--- src/rtl/i_ram_loader.sv ---
`default_nettype none
// ============================================================================
// Module   : i_ram_loader
// Purpose  : UART boot loader for the instruction RAM. Parses the frame
//            A5, LEN_HI, LEN_LO, N x (HI, LO), CSUM. It writes 16-bit words
//            from address 0 and holds the CPU in reset until a complete,
//            checksum-valid image has been loaded.
// Revision : 1.0 - initial release
// ============================================================================
module i_ram_loader #(
  parameter int addr_width     = 12,
  parameter int timeout_cycles = 1000000
) (
  input  logic                  clk,
  input  logic                  rst_n,
  input  logic [7:0]            rx_data,
  input  logic                  rx_valid,
  output logic [addr_width-1:0] w_addr,
  output logic [15:0]           din,
  output logic                  w_en,
  output logic                  cpu_hold,
  output logic                  load_done,
  output logic                  load_err
);

  localparam logic [7:0]        sync_byte = 8'hA5;
  localparam int                tcw       = $clog2(timeout_cycles + 1);
  localparam logic [tcw-1:0]    to_last   = tcw'(timeout_cycles - 1);
  localparam logic [32:0]       max_words = 33'd1 << addr_width;

  typedef enum logic [2:0] {
    S_IDLE, S_LEN_HI, S_LEN_LO, S_DATA_HI, S_DATA_LO, S_CSUM, S_DONE, S_ERROR
  } state_t;

  state_t                state, state_nx;
  logic [7:0]            csum;
  logic [7:0]            len_hi;
  logic [7:0]            data_hi;
  logic [15:0]           remaining;
  logic [addr_width-1:0] addr;
  logic [tcw-1:0]        idle_cnt;

  logic                  active;
  logic                  timed_out;
  logic                  is_sync;
  logic [15:0]           len_word;
  logic                  too_big;

  // Next-state decode; a byte arriving in the timeout cycle takes priority.
  always_comb begin
    state_nx  = state;
    active    = (state inside {S_LEN_HI, S_LEN_LO, S_DATA_HI, S_DATA_LO, S_CSUM});
    timed_out = active && !rx_valid && (idle_cnt == to_last);
    is_sync   = (rx_data == sync_byte);
    len_word  = {len_hi, rx_data};
    too_big   = ({17'b0, len_word} > max_words);

    case (state)
      S_IDLE:    if (rx_valid && is_sync) state_nx = S_LEN_HI;
      S_LEN_HI:  if (rx_valid) state_nx = S_LEN_LO;
      S_LEN_LO:  if (rx_valid) begin
                   if (too_big)              state_nx = S_ERROR;
                   else if (len_word == '0)  state_nx = S_CSUM;
                   else                      state_nx = S_DATA_HI;
                 end
      S_DATA_HI: if (rx_valid) state_nx = S_DATA_LO;
      S_DATA_LO: if (rx_valid) state_nx = (remaining == 16'd1) ? S_CSUM : S_DATA_HI;
      S_CSUM:    if (rx_valid) state_nx = (rx_data == csum) ? S_DONE : S_ERROR;
      S_DONE:    if (rx_valid && is_sync) state_nx = S_LEN_HI;
      S_ERROR:   state_nx = S_IDLE;
      default:   state_nx = S_IDLE;
    endcase

    if (timed_out) state_nx = S_ERROR;
  end

  // State register.
  always_ff @(posedge clk or negedge rst_n) begin
    if (!rst_n) state <= S_IDLE;
    else        state <= state_nx;
  end

  // Datapath, checksum, inter-byte idle counter and registered outputs.
  always_ff @(posedge clk or negedge rst_n) begin
    if (!rst_n) begin
      csum      <= '0;
      len_hi    <= '0;
      data_hi   <= '0;
      remaining <= '0;
      addr      <= '0;
      idle_cnt  <= '0;
      w_addr    <= '0;
      din       <= '0;
      w_en      <= 1'b0;
      cpu_hold  <= 1'b1;
      load_done <= 1'b0;
      load_err  <= 1'b0;
    end else begin
      w_en <= 1'b0;

      if (!active || rx_valid || timed_out) idle_cnt <= '0;
      else                                  idle_cnt <= idle_cnt + tcw'(1);

      if (rx_valid) begin
        case (state)
          S_IDLE, S_DONE: if (is_sync) begin
            csum      <= '0;
            load_err  <= 1'b0;
            load_done <= 1'b0;
            cpu_hold  <= 1'b1;
          end
          S_LEN_HI: begin
            len_hi <= rx_data;
            csum   <= csum + rx_data;
          end
          S_LEN_LO: begin
            csum      <= csum + rx_data;
            remaining <= len_word;
            addr      <= '0;
          end
          S_DATA_HI: begin
            data_hi <= rx_data;
            csum    <= csum + rx_data;
          end
          S_DATA_LO: begin
            csum      <= csum + rx_data;
            w_en      <= 1'b1;
            w_addr    <= addr;
            din       <= {data_hi, rx_data};
            // Wraps to 0 after the last word of a full-size image; harmless
            // because the FSM leaves DATA_LO on the same edge.
            addr      <= addr + addr_width'(1);
            remaining <= remaining - 16'd1;
          end
          S_CSUM: if (rx_data == csum) begin
            load_done <= 1'b1;
            cpu_hold  <= 1'b0;
          end
          default: ;
        endcase
      end

      if (state == S_ERROR) load_err <= 1'b1;
    end
  end

endmodule
`default_nettype wire
--- config.mk ---
export PLATFORM = sky130hd
export DESIGN_NAME = i_ram_loader
export DESIGN_NICKNAME = d
export VERILOG_FILES = /design/src/rtl/i_ram_loader.sv
export SDC_FILE = /design/constraint.sdc
export NUM_CORES = 1
export LEC_CHECK = 0
export ABC_CLOCK_PERIOD_IN_PS = 2000
export BUFFER_PORTS_ARGS = -buffer_cell sky130_fd_sc_hd__buf_2
export CAP_MARGIN = 20
export CORE_ASPECT_RATIO = 0.5
export CORE_UTILIZATION = 54
export CTS_CLUSTER_DIAMETER = 200
export DETAILED_ROUTE_END_ITERATION = 8
export HOLD_SLACK_MARGIN = 0.15
export PLACE_DENSITY = 0.84
export SKIP_CTS_REPAIR_TIMING = 1
export SLEW_MARGIN = 10
export SYNTH_ARGS = -nofsm -noshare
export SYNTH_HDL_FRONTEND = slang
export SYNTH_SLANG_ARGS = --single-unit
--- constraint.sdc ---
create_clock -name clk -period 2 [get_ports clk]
set_clock_uncertainty 0.1 [all_clocks]
set_input_delay 0 -clock clk [delete_from_list [all_inputs] [get_ports clk]]
set_output_delay 0 -clock clk [all_outputs]
set_load 0.005 [all_outputs]
==> impl_results.md <==
- Final WL: 14.1 mm
- Crit path max fanout: 4
- Final WS setup: -117 ps
- Leakage: 2.97 nW
- CP Cell Sequence: or4_4, or4_4, o21ai_1, a21oi_1, a21oi_1
- Fill cells: 640
- Syn Inst Count: 501
- FF-to-FF path depth: 5
- Number of global-route vias before repair: 4222
- RSZ-0062 raised after global routing: yes
- Post-synthesis area per instance: 10.6 um2
- VDD IR-drop max: 0.620 mV
- Std cell rows: 25
- Max Cap Violations: 0
- RR Endpoint: remaining[15]$_DFFE_PN0P_
- H-Tree Depth: 3
- Die width: 142 um
- DR vias/cell: 6.00
- Worst path slowest cell: or4_4
- #FFs+latches synth: 107
- Critical path class: reg -> reg
- Final period utilization: 1.06
- Core footprint: 9510 um2
- Yosys cell types: 62
- Fin crit period: 2120 ps
- Final Hold Viols: 0
- Share of layout cells above drive strength 1: 0.336
- Die Area: around 10000 um2
- Crit-path max cell delay: 550 ps
- Ys flop type: dfrtp_1
- Async SR Flop Fraction: 1.00
- Seq/Total Area, Yosys: 0.503
- PD cells: 1330 nW/um2
- DRC: 0
- Chip height: between 70 and 80 um
- Worst-margin pin slew: between 500 and 600 ps
- Worst-Skew Late Latency: 350 ps
- N_diodes: 0
- Status: complete, but fails checks
- First-pass GRT wire length: 20.9 mm
- Req. time, crit path: 2170 ps
- Setup crit start: remaining[11]$_DFFE_PN0P_
- Crit end category: register
- Placed cell area: 6080 um2
- Layout area overhead: 29.0%
- Final setup fails: 16
- Final Cell Area: 6870 um2
- Largest net degree at the start of global routing: between 40 and 50
- Final nets: 631
- Drt pass-1 iters: 5
- IO Pins: 43
- Root buffer selected by CTS: clkbuf_16
- Initial core utilization: 0.560
- Power consumption: 9.13 mW
- Initial antenna violation count: 0
- Setup TNS: -366 ps
- Synth Warn #: 0
- Worst-path clk slew: 70 ps
- Number of synthesized flops with an enable pin: 0
- CTS Buf Count: 9
- Initial drt markers: 379
- Gr ovfl total: 0
- Drt wl/cell: 18.8 um
- Remaining antenna violation count: 0
- FF-to-FF setup slack: -120 ps
- Failing checks: setup timing
- Clock sink count: around 110
- IO buf count: 42
- Synthesized area: 5320 um2
- Worst Hold Class: in -> async
- Total number of vias: between 4000 and 5000
- Worst Path Arrival: 2280 ps
- Syn_nets: between 500 and 600
- Maximum clock rate: 472 MHz
- Setup crit end: remaining[15]$_DFFE_PN0P_
- Max-slew violations: 0
- R2r startpoint: remaining[11]$_DFFE_PN0P_
- CP startpoint kind: register
- Post-DP HPWL: 8.82 mm
- GRT Util Overall: 0.265
- Relative slew slack: 0.609
- Placer Congestion: 0.961
- CTS Buffer Depth: 2
- CTS tree: done
## registers in the layout, indices dropped and copies added (netlist names), 3 cells and up
register,count
din,16
csum,8
state,3
len_hi,8
addr,12
remaining,16
data_hi,8
idle_cnt,20
w_addr,12
## cell usage after synthesis (all sizes together) (6+ instances only)
master	instances	area (um2)
buf	8	45.0
xnor2	14	123
dfrtp	106	2650
nor4	7	50.1
nor2	55	206
nor3	21	105
xor2	18	158
a22o	6	52.6
inv	7	26.3
o21ai	27	143
a211oi	6	45.0
a21oi	29	160
nand4	11	68.8
nand3	18	90.1
clkbuf	11	41.3
or4	8	67.6
nand2	26	97.6
mux2	46	518
ha	11	138
or3	9	56.3
## power breakdown
part | total, mW | internal (mW) | switching, mW
combinational | 3.81 | 1.88 | 1.93
clock | 1.88 | 1.09 | 0.785
sequential | 3.44 | 2.85 | 0.589
## layout by cell type, fill, tap and decap left out, drive strengths merged, types with 3 or more instances in the layout
cell         synthesis  routed
a21oi               29      29
buf                  8     103
or3                  9       9
xnor2               14      14
o31ai                5       5
o2bb2ai              4       4
o21ai               27      27
a211oi               6       6
xor2                18      18
a22oi                3       3
clkbuf              11      13
nand4               11      11
dlygate4sd3          0      10
nor2                55      55
inv                  7       7
ha                  11      11
nor4                 7       7
a21o                 3       3
nand2               26      26
dfrtp              106     106
o22a                 3       3
and2                 3       3
mux2                46      46
and3                 5       5
a22o                 6       6
or4                  8       8
a31oi                3       3
nor3                21      21
nand3               18      18
## cells by family (layout without fill, tap and decap cells)
logic type | Yosys count | in the layout | synth area share
buffers and inverters | 26 | 138 | 0.0212
muxes | 46 | 46 | 0.0973
and+or+nand+nor | 175 | 175 | 0.167
DFF | 107 | 107 | 0.503
AOI/OAI and AO/OA | 103 | 103 | 0.129
adders and majority gates | 12 | 12 | 0.0296
xor gates and xnor gates | 32 | 32 | 0.0526
## metrics by stage
step | hold WS, ps | utilization | std cells | setup WS, ps
floorplan | -396 | - | 501 | 2.06
global placement | -59.4 | 0.639 | 710 | -37.3
detailed placement | -58.7 | 0.639 | 710 | -52.2
CTS | -428 | 0.672 | 726 | -116
global route | 159 | 0.722 | 748 | -127
finish | 108 | 0.722 | 748 | -117
## routing by layer
layer / GRT usage / wire [um] / up-vias
met2: 0.425 / 6760 / 200
met4: 0.0896 / 363 / 0
met1: 0.355 / 5900 / 2213
li1: - / - / 2046
met5: 0 / 0 / -
met3: 0.0693 / 1060 / 32
## area by class of cell
| type | count | area [um2] | share of cell area |
|---|---|---|---|
| flip-flops and latches | 107 | 2680 | 0.390 |
| repair buffers | 115 | 866 | 0.126 |
| multi-input cells | 368 | 2810 | 0.410 |
| clock inverters | 5 | 77.6 | 0.0113 |
| inverters | 7 | 26.3 | 0.00383 |
| clock buffers | 11 | 233 | 0.0339 |
| well taps | 135 | 169 | 0.0246 |
## worst min-delay path by stage
stage,endpoint,cells past startpoint,startpoint,slack (ps)
final,w_addr[9]$_DFFE_PN0P_,2,rst_n,110
after global routing,addr[6]$_DFFE_PN0P_,2,rst_n,160
after CTS,addr[5]$_DFFE_PN0P_,1,rst_n,-430
after detailed placement,addr[8]$_DFFE_PN0P_,1,rst_n,-60
after global placement,addr[7]$_DFFE_PN0P_,1,rst_n,-60
after floorplan,addr[0]$_DFFE_PN0P_,0,rst_n,-400
## critical path, delay by kind of cell, from the launching register on
family | cells | cell delay, ps
compound gates | 3 | 490
flops | 1 | 410
simple gates | 2 | 1040
(Power assumes the default switching activity.)
